## config.mk

```make
export PLATFORM = sky130hd
export DESIGN_NAME = updown_sweep_ctrl_flat
export DESIGN_NICKNAME = d
export VERILOG_FILES = /design/src/rtl/updown_sweep_ctrl_pkg.sv /design/src/rtl/updown_sweep_ctrl_if.sv /design/src/rtl/updown_sweep_ctrl_sweep_cnt4.sv /design/src/rtl/updown_sweep_ctrl.sv /design/src/flat_wrapper.sv
export SDC_FILE = /design/constraint.sdc
export NUM_CORES = 1
export LEC_CHECK = 0
export ABC_AREA = 1
export BUFFER_PORTS_ARGS = -buffer_cell sky130_fd_sc_hd__buf_4
export CORE_ASPECT_RATIO = 0.75
export CORE_UTILIZATION = 25
export CTS_BUF_LIST = sky130_fd_sc_hd__clkbuf_4
export CTS_CLUSTER_DIAMETER = 30
export DETAILED_ROUTE_END_ITERATION = 8
export MAX_ROUTING_LAYER = met4
export PLACE_DENSITY = 0.4
export SYNTH_ARGS = -nofsm -noshare
export SYNTH_HDL_FRONTEND = slang
export SYNTH_SLANG_ARGS = --single-unit
```

## constraint.sdc

```tcl
create_clock -name clk -period 3.3 [get_ports clk]
set_clock_uncertainty 0.05 [all_clocks]
set_input_delay 0.33 -clock clk [delete_from_list [all_inputs] [get_ports clk]]
set_output_delay 0.33 -clock clk [all_outputs]
set_load 0.01 [all_outputs]
```

## src/rtl/updown_sweep_ctrl_pkg.sv

```systemverilog
// Shared definitions for the up/down triangle sweep controller.
package updown_sweep_ctrl_pkg;

   localparam int DEF_WIDTH  = 4;
   localparam int DEF_PASS_W = 4;

   typedef enum logic [1:0] {
      IDLE = 2'd0,
      UP   = 2'd1,
      DOWN = 2'd2,
      DONE = 2'd3
   } sweep_state_e;

endpackage

```

## src/rtl/updown_sweep_ctrl_if.sv

```systemverilog
// Control/status bundle of the sweep controller; master drives commands, slave is the controller.
interface updown_sweep_ctrl_if
   import updown_sweep_ctrl_pkg::*;
#(
   parameter int WIDTH  = DEF_WIDTH,
   parameter int PASS_W = DEF_PASS_W
);

   logic              start;
   logic              abort;
   logic              pause;
   logic [WIDTH-1:0]  lo;
   logic [WIDTH-1:0]  hi;
   logic [PASS_W-1:0] passes;
   logic [WIDTH-1:0]  q;
   logic              dir;
   logic              busy;
   logic              done;
   logic              err;
   logic [PASS_W-1:0] pass_cnt;

   modport master (
      output start, abort, pause, lo, hi, passes,
      input  q, dir, busy, done, err, pass_cnt
   );

   modport slave (
      input  start, abort, pause, lo, hi, passes,
      output q, dir, busy, done, err, pass_cnt
   );

endinterface

```

## src/rtl/updown_sweep_ctrl_sweep_cnt4.sv

```systemverilog
// Loadable up/down count register; callers guarantee it never steps past its bounds.
module sweep_cnt4 #(
   parameter int WIDTH = 4
) (
   input  logic             clk,
   input  logic             rst,
   input  logic             load,
   input  logic [WIDTH-1:0] load_val,
   input  logic             en,
   input  logic             up,
   output logic [WIDTH-1:0] q
);

   localparam logic [WIDTH-1:0] ONE = {{(WIDTH-1){1'b0}}, 1'b1};

   logic [WIDTH-1:0] q_r;

   // Count register: load has priority over stepping.
   always_ff @(posedge clk or negedge rst) begin
      if (!rst) begin
         q_r <= {WIDTH{1'b0}};
      end else if (load) begin
         q_r <= load_val;
      end else if (en) begin
         q_r <= up ? (q_r + ONE) : (q_r - ONE);
      end else begin
         q_r <= q_r;
      end
   end

   assign q = q_r;

endmodule

```

## src/rtl/updown_sweep_ctrl.sv

```systemverilog
// Triangle sweep controller: counts lo..hi..lo for a programmed number of passes.
module updown_sweep_ctrl
   import updown_sweep_ctrl_pkg::*;
#(
   parameter int WIDTH  = DEF_WIDTH,
   parameter int PASS_W = DEF_PASS_W
) (
   input logic                clk,
   input logic                rst,
   updown_sweep_ctrl_if.slave bus
);

   localparam logic [PASS_W-1:0] PASS_ONE  = {{(PASS_W-1){1'b0}}, 1'b1};
   localparam logic [PASS_W-1:0] PASS_ZERO = {PASS_W{1'b0}};

   sweep_state_e      state_r, state_nx_s;
   logic              dir_r, dir_nx_s;
   logic              err_r, err_nx_s;
   logic [PASS_W-1:0] pass_cnt_r, pass_nx_s, pass_inc_s;
   logic [WIDTH-1:0]  lo_r, lo_nx_s;
   logic [WIDTH-1:0]  hi_r, hi_nx_s;
   logic [PASS_W-1:0] passes_r, passes_nx_s;
   logic              load_s, en_s, up_s;
   logic [WIDTH-1:0]  q_s;

   sweep_cnt4 #(.WIDTH(WIDTH)) u_cnt (
      .clk      (clk),
      .rst      (rst),
      .load     (load_s),
      .load_val (bus.lo),
      .en       (en_s),
      .up       (up_s),
      .q        (q_s)
   );

   assign pass_inc_s = pass_cnt_r + PASS_ONE;

   // State and control registers.
   always_ff @(posedge clk or negedge rst) begin
      if (!rst) begin
         state_r    <= IDLE;
         dir_r      <= 1'b1;
         err_r      <= 1'b0;
         pass_cnt_r <= PASS_ZERO;
         lo_r       <= {WIDTH{1'b0}};
         hi_r       <= {WIDTH{1'b0}};
         passes_r   <= PASS_ZERO;
      end else begin
         state_r    <= state_nx_s;
         dir_r      <= dir_nx_s;
         err_r      <= err_nx_s;
         pass_cnt_r <= pass_nx_s;
         lo_r       <= lo_nx_s;
         hi_r       <= hi_nx_s;
         passes_r   <= passes_nx_s;
      end
   end

   // Next-state and counter control; abort overrides pause, pause overrides counting.
   always_comb begin
      state_nx_s  = state_r;
      dir_nx_s    = dir_r;
      err_nx_s    = 1'b0;
      pass_nx_s   = pass_cnt_r;
      lo_nx_s     = lo_r;
      hi_nx_s     = hi_r;
      passes_nx_s = passes_r;
      load_s      = 1'b0;
      en_s        = 1'b0;
      up_s        = 1'b1;

      if (bus.abort) begin
         state_nx_s = IDLE;
      end else begin
         case (state_r)
            IDLE: begin
               if (bus.start) begin
                  if ((bus.lo <= bus.hi) && (bus.passes != PASS_ZERO)) begin
                     lo_nx_s     = bus.lo;
                     hi_nx_s     = bus.hi;
                     passes_nx_s = bus.passes;
                     load_s      = 1'b1;
                     dir_nx_s    = 1'b1;
                     pass_nx_s   = PASS_ZERO;
                     state_nx_s  = UP;
                  end else begin
                     err_nx_s = 1'b1;
                  end
               end else begin
                  state_nx_s = IDLE;
               end
            end
            UP: begin
               if (bus.pause) begin
                  state_nx_s = UP;
               end else if (lo_r == hi_r) begin
                  // Degenerate sweep: every cycle in UP completes a pass.
                  pass_nx_s  = pass_inc_s;
                  state_nx_s = (pass_inc_s == passes_r) ? DONE : UP;
               end else if (q_s < hi_r) begin
                  en_s = 1'b1;
               end else begin
                  en_s       = 1'b1;
                  up_s       = 1'b0;
                  dir_nx_s   = 1'b0;
                  state_nx_s = DOWN;
               end
            end
            DOWN: begin
               if (bus.pause) begin
                  state_nx_s = DOWN;
               end else if (q_s > lo_r) begin
                  en_s = 1'b1;
                  up_s = 1'b0;
               end else begin
                  pass_nx_s = pass_inc_s;
                  if (pass_inc_s == passes_r) begin
                     state_nx_s = DONE;
                  end else begin
                     // lo is shared with the next pass, so resume at lo+1.
                     state_nx_s = UP;
                     dir_nx_s   = 1'b1;
                     en_s       = 1'b1;
                  end
               end
            end
            DONE: begin
               state_nx_s = IDLE;
            end
            default: begin
               state_nx_s = IDLE;
            end
         endcase
      end
   end

   assign bus.q        = q_s;
   assign bus.dir      = dir_r;
   assign bus.busy     = (state_r == UP) || (state_r == DOWN);
   assign bus.done     = (state_r == DONE);
   assign bus.err      = err_r;
   assign bus.pass_cnt = pass_cnt_r;

endmodule

```

## src/flat_wrapper.sv

```systemverilog
// flat-port wrapper written by rule: the top's interface ports become plain ports
module updown_sweep_ctrl_flat import updown_sweep_ctrl_pkg::*;
#(
   parameter int WIDTH  = DEF_WIDTH,
   parameter int PASS_W = DEF_PASS_W
)
  (clk, rst, bus_start, bus_abort, bus_pause, bus_lo, bus_hi, bus_passes, bus_q, bus_dir, bus_busy, bus_done, bus_err, bus_pass_cnt);
  updown_sweep_ctrl_if #(.WIDTH(WIDTH), .PASS_W(PASS_W)) bus_i ();
  input logic clk;
  input logic rst;
  input wire logic [$bits(bus_i.start)-1:0] bus_start;
  input wire logic [$bits(bus_i.abort)-1:0] bus_abort;
  input wire logic [$bits(bus_i.pause)-1:0] bus_pause;
  input wire logic [$bits(bus_i.lo)-1:0] bus_lo;
  input wire logic [$bits(bus_i.hi)-1:0] bus_hi;
  input wire logic [$bits(bus_i.passes)-1:0] bus_passes;
  output wire logic [$bits(bus_i.q)-1:0] bus_q;
  output wire logic [$bits(bus_i.dir)-1:0] bus_dir;
  output wire logic [$bits(bus_i.busy)-1:0] bus_busy;
  output wire logic [$bits(bus_i.done)-1:0] bus_done;
  output wire logic [$bits(bus_i.err)-1:0] bus_err;
  output wire logic [$bits(bus_i.pass_cnt)-1:0] bus_pass_cnt;
  assign bus_i.start = bus_start;
  assign bus_i.abort = bus_abort;
  assign bus_i.pause = bus_pause;
  assign bus_i.lo = bus_lo;
  assign bus_i.hi = bus_hi;
  assign bus_i.passes = bus_passes;
  assign bus_q = bus_i.q;
  assign bus_dir = bus_i.dir;
  assign bus_busy = bus_i.busy;
  assign bus_done = bus_i.done;
  assign bus_err = bus_i.err;
  assign bus_pass_cnt = bus_i.pass_cnt;
  updown_sweep_ctrl #(.WIDTH(WIDTH), .PASS_W(PASS_W)) u_core (.clk(clk), .rst(rst), .bus(bus_i));
endmodule
```

# After elaboration in Yosys (flattened, before gate mapping)
# Index checks and enable logic that the tools add are counted.
[totals]
latchBits = 0
rom_bits = 0
output_inout_bits = 12
word_cells = 93
ramBits = 0
reg_bits = 24
n_memories = 0
inputBits = 17
[op_classes]
div_mod_pow = 0
order_cmp = 3
multipliers = 0
bitwise = 1
n_addsub = 3
shifts = 0
muxes = 51
n_reduce_logical = 10
n_eq_ne = 17
[op_table]
columns = ["operator", "count"]
rows = [
  ["4-bit 2-to-1 mux", 9],
  ["1-bit 2-to-1 mux", 28],
  ["2-bit 2-to-1 mux", 9],
  ["2-bit != test, second input constant", 7],
  ["4-bit one-hot mux with 3 select lines", 1],
  ["10-bit AND reduction", 1],
  ["4-bit by 1-bit adder with 4-bit output, second input constant", 2],
  ["4-bit == test", 2],
  ["2-bit one-hot mux with 4 select lines", 1],
  ["8-bit AND reduction", 1],
  ["5-bit by 4-bit != test with 1-bit output, second input constant", 1],
  ["2-bit == test, second input constant", 2],
  ["4-bit greater-than comparator", 1],
  ["4-bit less-or-equal comparator", 1],
  ["4-bit < comparator", 1],
  ["2-bit by 1-bit != test with 1-bit output, second input constant", 2],
  ["4-bit by 3-bit != test with 1-bit output, second input constant", 1],
  ["4-bit != test, second input constant", 1],
  ["1-bit one-hot mux with 2 select lines", 2],
  ["4-bit AND reduction", 1],
  ["4-bit nonzero test", 1],
  ["4-bit by 1-bit subtractor with 4-bit output, second input constant", 1],
  ["1-bit one-hot mux with 3 select lines", 1],
  ["3-bit AND reduction", 1],
  ["other kinds (7)", 7],
]

# Depth between registers and ports, before layout
[logic_depth]
depth_word = 9
depth_mapped = 21
depth_no_buf = 21

# By module
# A second synthesis with hierarchy kept.
[unflattened]
hier_cells = 259
area_unflattened_um2 = 1823.0
[modules_own_cells]
columns = ["mod", "seq_area_each_um2", "cells_each", "n_inst", "area_each_um2"]
rows = [
  ["updown_sweep_ctrl", 501.7, 222, 1, 1541.5],
  ["sweep_cnt4", 100.1, 37, 1, 281.5],
]

# Worst setup path before layout
# Ideal clock, no wire load.
[synth_path]
path_kind = "reg-to-reg"
from = "register u_core.u_cnt.q_r[1] (netlist: u_core.u_cnt.q[1])"
to = "register u_core.u_cnt.q_r[3] (netlist: u_core.u_cnt.q[3])"
arrival_ns = 2.381
period_less_slack_ns = 2.496
stages_incl_launch_ff = 19
slack_ns = 0.804
setup_ns = 0.065
path_buffers = 0
required_time_ns = 3.185
cell_sequence = "dfrtp_1 > ha_1 > a21oi_1 > o21ai_1 > nand3_1 > nand2_1 > nand2_1 > inv_1 > ha_1 > a21oi_1 > nand2_1 > or2_1 > nand2_1 > inv_1 > nand3_1 > nand3_1 > nand2_1 > nand2_1 > nand2_1"
[synth_between]
elab_chain_cells = 9
elab_cells_between_ends = 19
cone_classes = "2 x add/sub; 2 x order compare; 14 x mux; 1 x reduce/logical"
[synth_rtl]
columns = ["item", "line", "rtl"]
rows = [
  ["start: declaration", "updown_sweep_ctrl_sweep_cnt4.sv:16", "logic [WIDTH-1:0] q_r;"],
  ["start signal: assignment", "updown_sweep_ctrl_sweep_cnt4.sv:21", "q_r <= {WIDTH{1'b0}};"],
  ["start signal: assignment", "updown_sweep_ctrl_sweep_cnt4.sv:23", "q_r <= load_val;"],
  ["start signal: assignment", "updown_sweep_ctrl_sweep_cnt4.sv:25", "q_r <= up ? (q_r + ONE) : (q_r - ONE);"],
  ["4-bit < comparator", "updown_sweep_ctrl.sv:100", "end else if (q_s < hi_r) begin"],
  ["1-bit 2-to-1 mux", "updown_sweep_ctrl.sv:100", ""],
  ["1-bit 2-to-1 mux", "updown_sweep_ctrl.sv:96", "end else if (lo_r == hi_r) begin"],
  ["1-bit 2-to-1 mux", "updown_sweep_ctrl.sv:94", "if (bus.pause) begin"],
  ["1-bit one-hot mux with 2 select lines", "updown_sweep_ctrl.sv:75", "case (state_r)"],
  ["1-bit 2-to-1 mux", "updown_sweep_ctrl.sv:72", "if (bus.abort) begin"],
  ["4-bit 2-to-1 mux", "updown_sweep_ctrl_sweep_cnt4.sv:25", ""],
  ["4-bit 2-to-1 mux", "updown_sweep_ctrl_sweep_cnt4.sv:24", "end else if (en) begin"],
  ["4-bit 2-to-1 mux", "updown_sweep_ctrl_sweep_cnt4.sv:22", "end else if (load) begin"],
]
# Parallel ways exist; a longest one is shown, timed or not. The select of a mux whose other input is x is not followed.
# A chain may end at the register's enable or synchronous reset.

# Final worst setup path
# Ends and elaborated chain as after synthesis.

==> summary.txt <==
Place
  – Placed inst area: between 2000 and 2500 sq um
  – Worst-case setup slack after placement: around 530 ps
  – Total half-perimeter wirelength after legalization and detailed placement: between 3 and 4 mm
  – Port bufs: 28
  – Cell Count Post-Placement: approximately 380
  – Final weighted congestion in routability-driven placement: around 0.83

Routing
  – Post-route met1 wirelength: 2.70 mm
  – First DRT Iteration DRCs: 61
  – Total wirelength of the detailed-routed design: 4.62 mm
  – First-pass iteration count of the detailed router: 4
  – Routed wirelength normalized by instance count: 11.9 um
  – Top routing layer used: met4
  – Detailed-routed wire length on met2: 1.71 mm
  – Via-per-instance ratio: 4.19
  – Post-route ant nets: 0
  – Routed length on met3: between 150 and 200 um
  – Number of remaining DRC errors: 0
  – Vias after detailed routing: between 1,500 and 2,000

Die
  – Total Die Area: ~7800 sq um
  – Initial Utilization: a little over a quarter
  – Number of ports placed on the die boundary: 29
  – Std-Cell Rows: 26
  – Placeable core region: approximately 7000 sq um
  – Die span in x: approximately 100 um
  – Die height: 76.6 um

Clock tree
  – Reg clk slew, reported paths: 160 ps
  – Clock tree from TritonCTS: yes
  – Maximum number of buffers from clock root to sink: 2
  – Worst-skew pair later-pin latency: around 340 ps
  – Post-CTS Hold Buffers: 1
  – Sink count of the clock tree: 24
  – Clock root buffer master: sky130_fd_sc_hd__clkbuf_4
  – CTS H-Tree Depth: 1
  – Post-CTS Setup Repair Bufs: 0
  – Clock buffer count from CTS: 3
  – Number of gates given a new drive strength after cts: 0

Setup path
  – Max stage delay cell, worst path: sky130_fd_sc_hd__dfrtp_1
  – Worst Reg-to-Reg Cells: 18
  – Required time of the worst setup path: about 3500 ps
  – Buffers & Inverters on Critical Path: 2
  – Crit path from: u_core.u_cnt.q[1]$_DFFE_PN0P_
  – Cell type with the highest occurrence count on the critical path: sky130_fd_sc_hd__nand2_1
  – Highest fanout seen on the critical path: 6
  – Worst r2r dst: u_core.u_cnt.q[3]$_DFFE_PN0P_
  – Element type at the critical path start: flop
  – Category of the most critical setup path: reg -> reg
  – Type of destination of the critical path: flop
  – Largest stage delay on the critical path: ~490 ps
  – Series of cell instances along the critical path: ha_1, a21oi_1, o21ai_1, nand3_1, nand2_1, nand2_1, inv_1, ha_1, a21oi_1, nand2_1, or2_1, nand2_1, inv_1, nand3_1, nand3_1, nand2_1, nand2_1, nand2_1
  – Launch instance of the worst register-to-register path: u_core.u_cnt.q[1]$_DFFE_PN0P_
  – Worst path top cell family by delay: simple AND/OR/NAND/NOR gates
  – Register-to-register setup slack: ~500 ps
  – Worst Path Arrival: 3030 ps

Logic synthesis
  – Commonest cells in the netlist: sky130_fd_sc_hd__nand2_1 (83), sky130_fd_sc_hd__inv_1 (43), sky130_fd_sc_hd__dfrtp_1 (23)
  – Flip-flop cell with the highest count after synthesis: sky130_fd_sc_hd__dfrtp_1
  – Synth Area in Compound Gates: about a tenth
  – Syn_nets: between 200 and 300
  – Count leader, synth: sky130_fd_sc_hd__nand2_1
  – Main combinational cell family by area after synthesis: simple AND/OR/NAND/NOR gates
  – Basic-gate share of the synthesized area counting and, or, nand and nor cells: 30.2%
  – Number of warnings reported in the yosys synthesis log: 0
  – FFs w/ async S/R, synth: 100%
  – Adder-cell area share of the yosys netlist: 13.9%
  – Post-Synthesis Cell Area: ~1900 sq um
  – Mapped Avg Cell Area: between 7 and 8 sq um
  – Biggest area contributors in the synthesized netlist: sky130_fd_sc_hd__dfrtp_1 (31%), sky130_fd_sc_hd__nand2_1 (17%), sky130_fd_sc_hd__ha_1 (13%)
  – Number of distinct library cells after synthesis: 27
  – Cell count after synthesis: approximately 260
  – Count of flip-flops with a built-in enable after synthesis: 0
  – Share of the yosys chip area belonging to registers: about a third
  – Flops & latches, synth: 24
  – Multiplexer fraction of the synthesized cell area: 0%
  – Top cell type's share of synthesized area: roughly 31%
  – Post-synthesis cell type with the largest combined area: sky130_fd_sc_hd__dfrtp_1
  – Parity-gate share of the synthesized area counting xor and xnor cells: 2.77%

Timing
  – Worst hold margin: around 190 ps
  – Final cycle utilization of the critical path: a little over four fifths
  – RSZ-0062 raised after global routing: false
  – Achievable clock frequency: approximately 360 MHz
  – Final Worst Setup Slack: just over 500 ps
  – Number of hold violations in the final report: 0
  – Final count of negative-setup-slack endpoints: 0
  – Post-route minimum period: about 2800 ps
  – Setup TNS Final: 0 ps
  – Pins Over Slew Limit: 0
  – Max transition margin: 75.9%
  – Slew at the pin with the worst max-slew slack: between 300 and 400 ps

Final layout
  – Utilization of the core after routing: a little under a third
  – Share of post-route cells with drive strength above 1: between 10% and 20%
  – Post-route cell area: 2230 sq um
  – Signed area change from the synthesized netlist to the final layout: 20.2%
  – Ant diodes: 0
  – Net total in the final layout: between 300 and 400
  – Final std cells w/o fill: between 300 and 400

Hold path
  – Worst-case hold path end point: u_core.hi_r[0]$_DFFE_PN0P_
  – Worst Min Path Start: bus_hi[0]
  – Number of stages on the worst hold path: 3
  – Hold crit path type: in -> reg

Global routing
  – First-pass GRT wire length: roughly 7.5 mm
  – Pin count of the biggest net entering global routing: 36
  – Total gr overflow: 0
  – Initial antenna violation count: 0
  – Via count of the first global-routing pass: 1,417
  – Global-route usage over all layers: roughly an eighth

Power and ir drop
  – VDD IR max: 0.207 mV
  – Overall power consumption: about 1.5 mW
  – Static leakage power: between 1 and 1.5 nW
  – Power density cells: 687 nW/um^2

Status
  – Result of the run: finished, final reports clean

Flow run
  – # Max-Cap Violations: 0
[cell families after synthesis]
logic type | count (synthesis)
AO/OA/AOI/OAI | 35
XOR/XNOR | 5
adder cells (fa/ha/maj) | 20
buffers and inverters | 50
flip-flops | 24
AND/OR/NAND/NOR | 125
[state kept, by name (all words and copies together), names as in the netlist]
signal / count
u_core.bus.dir: 1
u_core.bus.err: 1
u_core.bus.pass_cnt: 4
u_core.hi_r: 4
u_core.lo_r: 4
u_core.passes_r: 4
u_core.state_r: 2
u_core.u_cnt.q: 4
[layer usage]
layer,vias up,GRT usage [%]
met2,34,16.3
li1,880,-
met1,705,20.9
met4,0,1.74
met5,-,-
met3,2,3.03
[power breakdown]
group / leakage [nW] / internal, mW / switching [mW]
clock: 0.0279 / 0.123 / 0.111
combinational: 0.917 / 0.328 / 0.461
sequential: 0.305 / 0.397 / 0.110
[final cells by class]
cell class / count / area, sq um
Inverter: 47 / 176
Multi-Input combinational cell: 185 / 1050
Fill cell: 785 / 4770
Clock inverter: 1 / 30.0
Tap cell: 98 / 123
Clock buffer: 3 / 22.5
Timing Repair Buffer: 29 / 220
Sequential cell: 24 / 602
[worst max-delay path by stage]
stage / endpoint / slack [ps] / cells past startpoint
global placement: u_core.u_cnt.q[3]$_DFFE_PN0P_ / 580 / 18
global route: u_core.u_cnt.q[3]$_DFFE_PN0P_ / 310 / 18
detailed placement: u_core.u_cnt.q[3]$_DFFE_PN0P_ / 530 / 18
CTS: u_core.u_cnt.q[3]$_DFFE_PN0P_ / 490 / 18
finish: u_core.u_cnt.q[3]$_DFFE_PN0P_ / 510 / 18
floorplan: u_core.u_cnt.q[3]$_DFFE_PN0P_ / 800 / 18
[placed cells by master (no fill, tap or decap), types with 2 or more instances in the layout]
master                     instances
sky130_fd_sc_hd__nand2_1          83
sky130_fd_sc_hd__inv_1            43
sky130_fd_sc_hd__buf_4            28
sky130_fd_sc_hd__dfrtp_1          23
sky130_fd_sc_hd__ha_1             19
sky130_fd_sc_hd__nand3_1          18
sky130_fd_sc_hd__o21ai_0          13
sky130_fd_sc_hd__o21ai_1          11
sky130_fd_sc_hd__nor2_1            8
sky130_fd_sc_hd__a21oi_1           7
sky130_fd_sc_hd__inv_2             4
sky130_fd_sc_hd__nand4_1           3
sky130_fd_sc_hd__nand2_4           3
sky130_fd_sc_hd__nand2_2           3
sky130_fd_sc_hd__clkbuf_4          3
sky130_fd_sc_hd__nand3_2           2
sky130_fd_sc_hd__or2_1             2
sky130_fd_sc_hd__xor2_1            2
sky130_fd_sc_hd__xnor2_1           2
sky130_fd_sc_hd__a211oi_1          2
sky130_fd_sc_hd__o211ai_1          2
[worst min-delay path: stages]
cell and delay, ps:
sky130_fd_sc_hd__buf_4 90, sky130_fd_sc_hd__nor2_1 40, sky130_fd_sc_hd__a21oi_1 100
No activity file was read; power rests on OpenSTA's default activity.
